`src/rtl/fft_pkg.sv`:
```
// fft_pkg: constants and types shared by the FFT control path and its
// sample feeder.
//   FFT_N / FFT_LOG2N : frame length of the FFT core and its index width
//   FFT_DATA_W        : width of one real or imaginary component
//   fft_sample_t      : one complex sample {re, im}
//   feed_state_t      : drain state of the frame feeder
package fft_pkg;

  localparam int FFT_N      = 16;
  localparam int FFT_LOG2N  = 4;
  localparam int FFT_DATA_W = 16;

  // Fields are re/im because "real" is a reserved word.
  typedef struct packed {
    logic [FFT_DATA_W-1:0] re;
    logic [FFT_DATA_W-1:0] im;
  } fft_sample_t;

  localparam fft_sample_t FFT_ZERO = '{re: 16'h0000, im: 16'h0000};

  typedef enum logic {
    FEED_IDLE = 1'b0,
    FEED_SEND = 1'b1
  } feed_state_t;

endpackage

```
`src/rtl/fft_pingpong_buf.sv`:
```
// fft_pingpong_buf: two banks of FFT_N complex samples with per-bank full
// flag and last written index.
//   wr_en/wr_bank/wr_idx/wr_data : sample write into the fill bank
//   close_en                     : marks wr_bank full, stores wr_idx as last index
//   release_en/release_bank      : marks a drained bank empty
//   rd_bank/rd_idx               : combinational read address
//   rd_data/rd_last_idx          : sample and last valid index of rd_bank
//   full                         : per-bank full flags
module fft_pingpong_buf
  import fft_pkg::*;
(
  input  logic                 clk,
  input  logic                 reset,
  input  logic                 wr_en,
  input  logic                 wr_bank,
  input  logic [FFT_LOG2N-1:0] wr_idx,
  input  fft_sample_t          wr_data,
  input  logic                 close_en,
  input  logic                 release_en,
  input  logic                 release_bank,
  input  logic                 rd_bank,
  input  logic [FFT_LOG2N-1:0] rd_idx,
  output fft_sample_t          rd_data,
  output logic [FFT_LOG2N-1:0] rd_last_idx,
  output logic [1:0]           full
);

  fft_sample_t          mem_r      [2][FFT_N];
  logic [FFT_LOG2N-1:0] last_idx_r [2];

  // Sample storage; contents are only ever read from a full bank.
  always_ff @(posedge clk) begin
    if (wr_en) begin
      mem_r[wr_bank][wr_idx] <= wr_data;
    end
  end

  // Bank bookkeeping; close and release never address the same bank.
  always_ff @(posedge clk) begin
    if (reset) begin
      full          <= 2'b00;
      last_idx_r[0] <= '0;
      last_idx_r[1] <= '0;
    end else begin
      if (close_en) begin
        full[wr_bank]       <= 1'b1;
        last_idx_r[wr_bank] <= wr_idx;
      end
      if (release_en) begin
        full[release_bank] <= 1'b0;
      end
    end
  end

  assign rd_data     = mem_r[rd_bank][rd_idx];
  assign rd_last_idx = last_idx_r[rd_bank];

endmodule

```
`src/rtl/fft_frame_feeder.sv`:
```
// fft_frame_feeder: collects upstream complex samples into a ping-pong
// frame buffer and bursts whole 16-sample frames to the FFT core.
//   clk, reset                       : clock, synchronous active-high reset
//   s_valid/s_ready/s_real/s_imag    : upstream valid/ready sample stream
//   s_last                           : ends a short frame (zero padded)
//   fft_push/fft_real/fft_imag       : sample toward the FFT core
//   fft_stall                        : core back-pressure, 1 = hold
//   frame_done                       : pulse after a frame's last transfer
//   frames_sent                      : wrapping count of delivered frames
module fft_frame_feeder
  import fft_pkg::*;
#(
  parameter int DATA_W = FFT_DATA_W,
  parameter int N      = FFT_N,
  parameter int ADDR_W = FFT_LOG2N
) (
  input  logic              clk,
  input  logic              reset,
  input  logic              s_valid,
  output logic              s_ready,
  input  logic [DATA_W-1:0] s_real,
  input  logic [DATA_W-1:0] s_imag,
  input  logic              s_last,
  output logic              fft_push,
  output logic [DATA_W-1:0] fft_real,
  output logic [DATA_W-1:0] fft_imag,
  input  logic              fft_stall,
  output logic              frame_done,
  output logic [15:0]       frames_sent
);

  localparam logic [ADDR_W-1:0] IDX_LAST = ADDR_W'(N - 1);
  localparam logic [ADDR_W-1:0] IDX_ONE  = ADDR_W'(1);

  logic              wr_bank_r;
  logic [ADDR_W-1:0] wr_idx_r;
  logic              rd_bank_r;
  logic [ADDR_W-1:0] rd_idx_r;
  feed_state_t       state_r;

  logic              accept_s;
  logic              close_s;
  logic              release_s;
  logic [1:0]        full_s;
  logic [1:0]        full_next_s;
  logic              wr_bank_next_s;
  logic              load_bank_s;
  logic [ADDR_W-1:0] load_idx_s;
  fft_sample_t       rd_data_s;
  logic [ADDR_W-1:0] rd_last_idx_s;
  fft_sample_t       load_data_s;

  assign accept_s  = s_valid & s_ready;
  assign close_s   = accept_s & ((wr_idx_r == IDX_LAST) | s_last);
  assign release_s = fft_push & ~fft_stall & (rd_idx_r == IDX_LAST);

  fft_pingpong_buf u_buf (
    .clk          (clk),
    .reset        (reset),
    .wr_en        (accept_s),
    .wr_bank      (wr_bank_r),
    .wr_idx       (wr_idx_r),
    .wr_data      ('{re: s_real, im: s_imag}),
    .close_en     (close_s),
    .release_en   (release_s),
    .release_bank (rd_bank_r),
    .rd_bank      (load_bank_s),
    .rd_idx       (load_idx_s),
    .rd_data      (rd_data_s),
    .rd_last_idx  (rd_last_idx_s),
    .full         (full_s)
  );

  // Flags and write bank as they will be after this edge, so the registered
  // s_ready already reflects a close and a release landing together.
  always_comb begin
    full_next_s    = (full_s | (close_s ? (wr_bank_r ? 2'b10 : 2'b01) : 2'b00))
                   & ~(release_s ? (rd_bank_r ? 2'b10 : 2'b01) : 2'b00);
    wr_bank_next_s = close_s ? ~wr_bank_r : wr_bank_r;
  end

  // Address of the entry to present after this edge: first entry of the read
  // bank when starting, first entry of the other bank after a frame's last
  // transfer, otherwise the next entry of the current bank.
  always_comb begin
    load_bank_s = rd_bank_r;
    load_idx_s  = '0;
    case (state_r)
      FEED_IDLE: begin
        load_bank_s = rd_bank_r;
        load_idx_s  = '0;
      end
      FEED_SEND: begin
        if (rd_idx_r == IDX_LAST) begin
          load_bank_s = ~rd_bank_r;
          load_idx_s  = '0;
        end else begin
          load_bank_s = rd_bank_r;
          load_idx_s  = rd_idx_r + IDX_ONE;
        end
      end
      default: begin
        load_bank_s = rd_bank_r;
        load_idx_s  = '0;
      end
    endcase
  end

  // Entries past the stored last index of a short frame go out as zero.
  always_comb begin
    if (load_idx_s > rd_last_idx_s) begin
      load_data_s = FFT_ZERO;
    end else begin
      load_data_s = rd_data_s;
    end
  end

  // Write indexer: fill position, fill bank and registered s_ready.
  always_ff @(posedge clk) begin
    if (reset) begin
      wr_bank_r <= 1'b0;
      wr_idx_r  <= '0;
      s_ready   <= 1'b0;
    end else begin
      if (close_s) begin
        wr_idx_r <= '0;
      end else if (accept_s) begin
        wr_idx_r <= wr_idx_r + IDX_ONE;
      end
      wr_bank_r <= wr_bank_next_s;
      s_ready   <= ~full_next_s[wr_bank_next_s];
    end
  end

  // Drain FSM with registered push/data; outputs hold while stalled.
  always_ff @(posedge clk) begin
    if (reset) begin
      state_r     <= FEED_IDLE;
      rd_bank_r   <= 1'b0;
      rd_idx_r    <= '0;
      fft_push    <= 1'b0;
      fft_real    <= '0;
      fft_imag    <= '0;
      frame_done  <= 1'b0;
      frames_sent <= 16'd0;
    end else begin
      frame_done <= 1'b0;
      case (state_r)
        FEED_IDLE: begin
          if (full_s[rd_bank_r]) begin
            state_r  <= FEED_SEND;
            fft_push <= 1'b1;
            rd_idx_r <= '0;
            fft_real <= load_data_s.re;
            fft_imag <= load_data_s.im;
          end else begin
            fft_push <= 1'b0;
            fft_real <= '0;
            fft_imag <= '0;
          end
        end
        FEED_SEND: begin
          if (!fft_stall) begin
            if (rd_idx_r == IDX_LAST) begin
              frame_done  <= 1'b1;
              frames_sent <= frames_sent + 16'd1;
              rd_bank_r   <= ~rd_bank_r;
              rd_idx_r    <= '0;
              // Other bank already full: continue with no bubble.
              if (full_s[~rd_bank_r]) begin
                fft_push <= 1'b1;
                fft_real <= load_data_s.re;
                fft_imag <= load_data_s.im;
              end else begin
                state_r  <= FEED_IDLE;
                fft_push <= 1'b0;
                fft_real <= '0;
                fft_imag <= '0;
              end
            end else begin
              rd_idx_r <= rd_idx_r + IDX_ONE;
              fft_real <= load_data_s.re;
              fft_imag <= load_data_s.im;
            end
          end
        end
        default: begin
          state_r  <= FEED_IDLE;
          fft_push <= 1'b0;
        end
      endcase
    end
  end

endmodule

```
`config.mk`:
```
export PLATFORM = sky130hd
export DESIGN_NAME = fft_frame_feeder
export DESIGN_NICKNAME = d
export VERILOG_FILES = /design/src/rtl/fft_pkg.sv /design/src/rtl/fft_pingpong_buf.sv /design/src/rtl/fft_frame_feeder.sv
export SDC_FILE = /design/constraint.sdc
export NUM_CORES = 1
export LEC_CHECK = 0
export ABC_AREA = 1
export BUFFER_PORTS_ARGS = -buffer_cell sky130_fd_sc_hd__clkbuf_2
export CAP_MARGIN = 20
export CORE_MARGIN = 5
export CORE_UTILIZATION = 45
export CTS_CLUSTER_DIAMETER = 200
export DETAILED_ROUTE_END_ITERATION = 8
export GPL_ROUTABILITY_DRIVEN = 0
export GPL_TIMING_DRIVEN = 1
export HOLD_SLACK_MARGIN = 0.08
export PLACE_DENSITY = 0.59
export SYNTH_ARGS = -nofsm -noshare
export SYNTH_HDL_FRONTEND = slang
export SYNTH_HIERARCHICAL = 1
export SYNTH_SLANG_ARGS = --single-unit
```
`constraint.sdc`:
```
create_clock -name clk -period 5.1 [get_ports clk]
set_clock_uncertainty 0.15 [all_clocks]
set_input_delay 0.51 -clock clk [delete_from_list [all_inputs] [get_ports clk]]
set_output_delay 0.51 -clock clk [all_outputs]
set_load 0.01 [all_outputs]
```
Yosys cells after proc, flatten, opt, wreduce, memory -nomap -nowiden
Memories as Yosys holds them, arrays and structs flattened. Index checks and enable logic that the tools add are counted.

Register bits after elaboration: 64. Logic and storage cells: 120. Memories kept: 2. RAM bits: 1032.

Order comparisons: 10. Reduce and logical (&&, ||, !) cells: 10. Mux-type cells: 60. Eq/ne operators: 5. Add/subtract/negate cells: 3. Bitwise gates (word level): 18.

Memories: u_buf.mem_r (depth 2, bits a word 512, rd ports 1, clocked after memory_dff 0, wr ports 1, RTL line fft_pingpong_buf.sv:28) `fft_sample_t mem_r [2][FFT_N];`; u_buf.last_idx_r (depth 2, bits a word 4, rd ports 1, clocked after memory_dff 0, wr ports 2, RTL line fft_pingpong_buf.sv:29) `logic [FFT_LOG2N-1:0] last_idx_r [2];`.

Operator list (count): 2-to-1 mux 512 bit (1); binary-select mux 32 bit (select 4 bit) (1); demux 32 bit (select 4 bit) (1); 2-to-1 mux 16 bit (8); 2-to-1 mux 32 bit (4); case mux 16 bit (2 select lines) (2); 2-to-1 mux 1 bit (25); adder 16 x 1 -> 16 bit, second input constant (1); 2-to-1 mux 4 bit (4); case mux 4 bit (2 select lines) (2); 2-to-1 mux 2 bit (7); greater-or-equal comparator 5 bit, second input constant (2); inverter 4 -> 5 bit (2); adder 4 x 1 -> 4 bit, second input constant (2); equality test 4 bit, second input constant (2); < comparator 1 x 2 -> 1 bit, second input constant (4); case mux 1 bit (2 select lines) (3); AND reduction 2 bit (3); < comparator 5 x 1 -> 1 bit, second input constant (1); inverter 1 bit (5); bitwise AND 1 bit (4); bitwise AND 2 bit (2); greater-than comparator 4 bit (1); inequality test 2 bit, second input constant (2); other kinds (11) (17).

Logic depth before layout (Yosys ltp)
Depth in word-level cells: 12. Depth in mapped cells: 20. Mapped depth without buffers: 17.

Modules after synthesis
Netlist, hierarchy kept.

Modules (own cells, without submodules): fft_pingpong_buf (area an instance 41685.0 um2, sequential area each 31029.8 um2, cells each 3558, instances 1); fft_frame_feeder (area an instance 2808.9 um2, sequential area each 1241.2 um2, cells each 370, instances 1).

Least setup slack after synthesis
No wires, ideal clock.

Kind: input -> register. Start point: in s_valid. End point: mem u_buf/mem_r[0][128] (netlist name), enable pin. Library setup time: 461 ps. Data arrival time: 3391 ps. Required time: 4489 ps. Stages: 6. Path slack: 1098 ps. Cells stage by stage: nand2_1 inv_1 inv_1 nor3_1 inv_1 nor3_1.

Cells in the longest elaborated chain, start to end: 3.

Ends and longest elaborated chain: start, declared (RTL line fft_frame_feeder.sv:19) `input logic s_valid,`; bitwise AND 1 bit (RTL line fft_frame_feeder.sv:53) `assign accept_s = s_valid & s_ready;`; via accept_s (RTL line fft_frame_feeder.sv:41) `logic accept_s;`; 2-to-1 mux 1 bit (RTL line fft_pingpong_buf.sv:33) `if (wr_en) begin`; 2-to-1 mux 512 bit (implied by the code) (RTL line fft_pingpong_buf.sv:34) `mem_r[wr_bank][wr_idx] <= wr_data;`; end, declared (RTL line fft_pingpong_buf.sv:28).

The timed path passes the listed nets, and every way through them passes these cells.

Worst setup path in the final report
Start point: reg rd_idx_r[0]. End point: reg fft_real[3].

RTL lines: start, declared (RTL line fft_frame_feeder.sv:38) `logic [ADDR_W-1:0] rd_idx_r;`; start signal, assigned (RTL line fft_frame_feeder.sv:181) `rd_idx_r <= rd_idx_r + IDX_ONE;`; equality test 4 bit (*) (RTL line fft_frame_feeder.sv:94) `if (rd_idx_r == IDX_LAST) begin`; 2-to-1 mux 1 bit (*); case mux 1 bit (2 select lines) (*) (RTL line fft_frame_feeder.sv:88) `case (state_r)`; via load_bank_s (RTL line fft_frame_feeder.sv:47) `logic load_bank_s;`; memory (2 x 4 bit) (*); via rd_last_idx_s[3] (RTL line fft_frame_feeder.sv:50) `logic [ADDR_W-1:0] rd_last_idx_s;`; greater-than comparator 4 bit (*) (RTL line fft_frame_feeder.sv:111) `if (load_idx_s > rd_last_idx_s) begin`; 2-to-1 mux 32 bit (*) (RTL line fft_frame_feeder.sv:111); 2-to-1 mux 16 bit (RTL line fft_frame_feeder.sv:170) `if (full_s[~rd_bank_r]) begin`; 2-to-1 mux 16 bit (RTL line fft_frame_feeder.sv:164) `if (rd_idx_r == IDX_LAST) begin`; 2-to-1 mux 16 bit (RTL line fft_frame_feeder.sv:163) `if (!fft_stall) begin`; case mux 16 bit (2 select lines) (*) (RTL line fft_frame_feeder.sv:148) `case (state_r)`; end signal, assigned (RTL line fft_frame_feeder.sv:154) `fft_real <= load_data_s.re;`; end signal, assigned (RTL line fft_frame_feeder.sv:172) `fft_real <= load_data_s.re;`; end signal, assigned (RTL line fft_frame_feeder.sv:182) `fft_real <= load_data_s.re;`; end, declared (RTL line fft_frame_feeder.sv:25) `output logic [DATA_W-1:0] fft_real,`.

The timed path passes the listed nets; every way through them passes the cells marked *. The select of a mux whose other input is x is not followed. A chain may end at the register's enable or synchronous reset.

==> impl_metrics.py <==
metrics = {
    "outcome": {
        "status": "finished clean",
    },
    "synth": {
        "synth_compound_area_frac": 0.0115,
        "syn-num-nets": 3974,
        "synth-seq-area-share": 0.725,
        "synthSimpleGateAreaFrac": 0.230,
        "yosys_warnings": 6,
        "ys.flop_type": "edfxtp_1",
        "syn_inst": 3928,
        "synthMuxAreaShare": 0,
        "ys_ff_latch": 1096,
        "async_flop_share": 0,
        "synth-edff-count": 1032,
        "synth_xor_area_frac": 0.00138,
        "synthDistinctLibCells": 30,
        "synth_fa_ha_area_frac": 0.00253,
        "synth_area_mm2": 0.0445,
        "synth_top_family_by_area": "simple AND/OR/NAND/NOR gates",
        "avgSynthCellArea_um2": 11.3,
    },
    "finish": {
        "final_cell_mix": "nand2_1, edfxtp_1, nand3_1",
        "area_delta_synth_final_pct": 12.6,
        "drive_gt1_frac": 0.0953,
        "fillers": 8573,
        "regArea_mm2": 0.0323,
        "multi_input_area_mm2": 0.0111,
        "final_common_cell": "nand2_1",
        "fin_nets": 4009,
    },
    "cts": {
        "cts.sinks": 1096,
        "cts_buffers": 111,
        "clk_pin_slew_worst_paths_ps": 60,
        "cts-root-buf": "clkbuf_16",
        "cts_buffer_depth": 3,
        "cts_resized": 0,
        "cts_tree": "built",
        "ctsHtreeMaxLevel": 3,
        "clock_latency_ps": 690,
    },
    "global_routing": {
        "grt_pass1_wl_um": 189000,
        "groute.usage.overall": 0.241,
        "grt_overflow_total": 0,
        "grt_max_degree": 205,
        "grt_pass1_vias": 28300,
        "antenna_found_initial": 13,
    },
    "floorplanning": {
        "die_w_um": 324,
        "coreArea_mm2": 0.0983,
        "dieArea_mm2": 0.105,
        "io_pins": 88,
        "rows": 115,
        "initial_utilization": 0.453,
        "chipHeight_um": 324,
    },
    "pwr": {
        "leakage_uw": 0.0182,
        "ir_drop_uv": 279,
        "power_density_mw_per_mm2": 387,
    },
    "timing": {
        "finalCriticalPeriod_ps": 4050,
        "setup_viol_count_final": 0,
        "slew_headroom": 0.255,
        "fin_crit_sh": 0.795,
        "hold_viol": 0,
        "tns_ps": 0,
        "max_freq_mhz": 247,
        "setup_slack_ps": 1050,
        "finalMaxSlewViolations": 0,
        "rsz0062_at_grt": "false",
        "worst_pin_slew_ps": 1120,
    },
    "setup_path": {
        "start_kind": "flip-flop",
        "crit_arrival_ps": 4510,
        "worstPathRequired_ps": 5550,
        "reg2reg_depth": 18,
        "worstSetupPathType": "flip-flop to flip-flop",
        "crit_path_end_kind": "flip-flop",
        "crit_path_max_fanout": 77,
    },
    "detailed_routing": {
        "wl_per_cell_um": 24.3,
        "ant_nets": 0,
        "drc": 0,
        "vias": 30000,
        "via_per_inst": 5.60,
        "drt_iter0_drc": 3355,
        "wl_um": 130000,
        "first_pass_iters": 5,
    },
    "worst_hold_path": {
        "hp-class": "primary input to flip-flop",
        "min_delay_path_depth": 4,
    },
    "placed_design": {
        "preCtsSetupSlack_ps": 1070,
        "dp_hpwl_um": 61400,
        "port_buffers": 87,
    },
    "job": {
        "max_cap_viol_count": 0,
    },
}
-- kinds of logic after synthesis --
kind of cell	after synthesis
buffers and inverters	295
XOR/XNOR	7
flip-flops	1096
adder cells (fa/ha/maj)	9
AND/OR/NAND/NOR	2421
AO/OA/AOI/OAI	100
-- critical path, stage by stage (launching register included) --
cell and delay (ps):
dfxtp_1 430, ha_1 290, nand3_1 160, nor2_1 140
xor2_1 370, inv_8 280, inv_8 330, nand2_1 100
nand2_1 70, inv_1 50, ha_1 290, nand2_1 70
inv_1 50, nand2_1 60, nand2_1 50, nand2_2 390
buf_4 370, nand3_1 120, a21oi_1 170
-- metal layers --
| metal | GRT usage | up-vias | share of wire |
|---|---|---|---|
| met5 | 0 | - | 0.00033 |
| met3 | 0.0417 | 244 | 0.084 |
| li1 | - | 13800 | - |
| met4 | 0.0701 | 6 | 0.032 |
| met1 | 0.333 | 14700 | 0.41 |
| met2 | 0.397 | 1273 | 0.47 |
-- metrics by stage --
| stage | util | area, um2 | instances | power [uW] | hold slack, ps |
|---|---|---|---|---|---|
| final | 0.510 | 50100 | 5356 | 19400 | 136 |
| after global routing | 0.509 | 50100 | 5351 | 20000 | 124 |
| after CTS | 0.509 | 50100 | 5348 | 19500 | 82.9 |
| after detailed placement | 0.472 | 46400 | 5135 | 11400 | 331 |
| after global placement | 0.472 | 46400 | 5135 | 11400 | 324 |
| after floorplan | - | 44500 | 3928 | 10900 | 338 |
-- repair_timing --
| item | CTS | global route |
|---|---|---|
| endpoints found under the setup margin | 0 | 0 |
| hold endpoints to repair | 10 | 0 |
| setup buffers | 0 | 0 |
| hold buffers | 2 | 0 |
-- flip-flops by register name, indices dropped and copies added, names as in the netlist --
name,flops
u_buf/last_idx_r,8
fft_push,1
s_ready,1
u_buf/mem_r,1024
rd_idx_r,4
frames_sent,16
wr_idx_r,4
state_r,1
rd_bank_r,1
u_buf/full,2
fft_real,16
wr_bank_r,1
frame_done,1
fft_imag,16
-- report_power, final --
group          switching (uW)  total [uW]  internal (uW)
combinational             948        1280            335
sequential               62.3        9980           9920
clock                    3410        8110           4700
total                    4420       19400          15000
-- layout make-up --
class | instances | share of cell area
Multi-Input combinational cell | 2537 | 0.222
Sequential cell | 1096 | 0.644
Clock buffer | 146 | 0.0607
Inverter | 54 | 0.00472
Clock inverter | 65 | 0.0123
Antenna cell | 8 | 0.000400
Timing Repair Buffer | 163 | 0.0229
Tap cell | 1287 | 0.0322
-- synthesized netlist by cell type (3+ instances only) --
cell / instances / area (um2)
inv_1: 48 / 180
nand4_1: 3 / 18.8
ha_1: 9 / 113
inv_2: 5 / 18.8
buf_1: 35 / 131
nand3_1: 816 / 4080
edfxtp_1: 1032 / 31000
xor2_1: 6 / 52.6
nand3_2: 3 / 30.0
nor2_4: 3 / 33.8
clkbuf_1: 63 / 236
nor2_1: 63 / 236
o21ai_0: 45 / 225
a21oi_1: 50 / 250
buf_2: 134 / 671
nand2_1: 1506 / 5650
nor3_1: 21 / 105
dfxtp_1: 64 / 1280
buf_4: 8 / 60.1
-- path summary, 6_finish.rpt --
path,slack [ps],end,startpoint
max,1050,fft_real[3],rd_idx_r[0]
min reg2reg,340,frames_sent[10],frames_sent[10]
min,140,frame_done,fft_stall
max reg2reg,1050,fft_real[3],rd_idx_r[0]
Note: power is estimated with default switching activity, not from simulation.
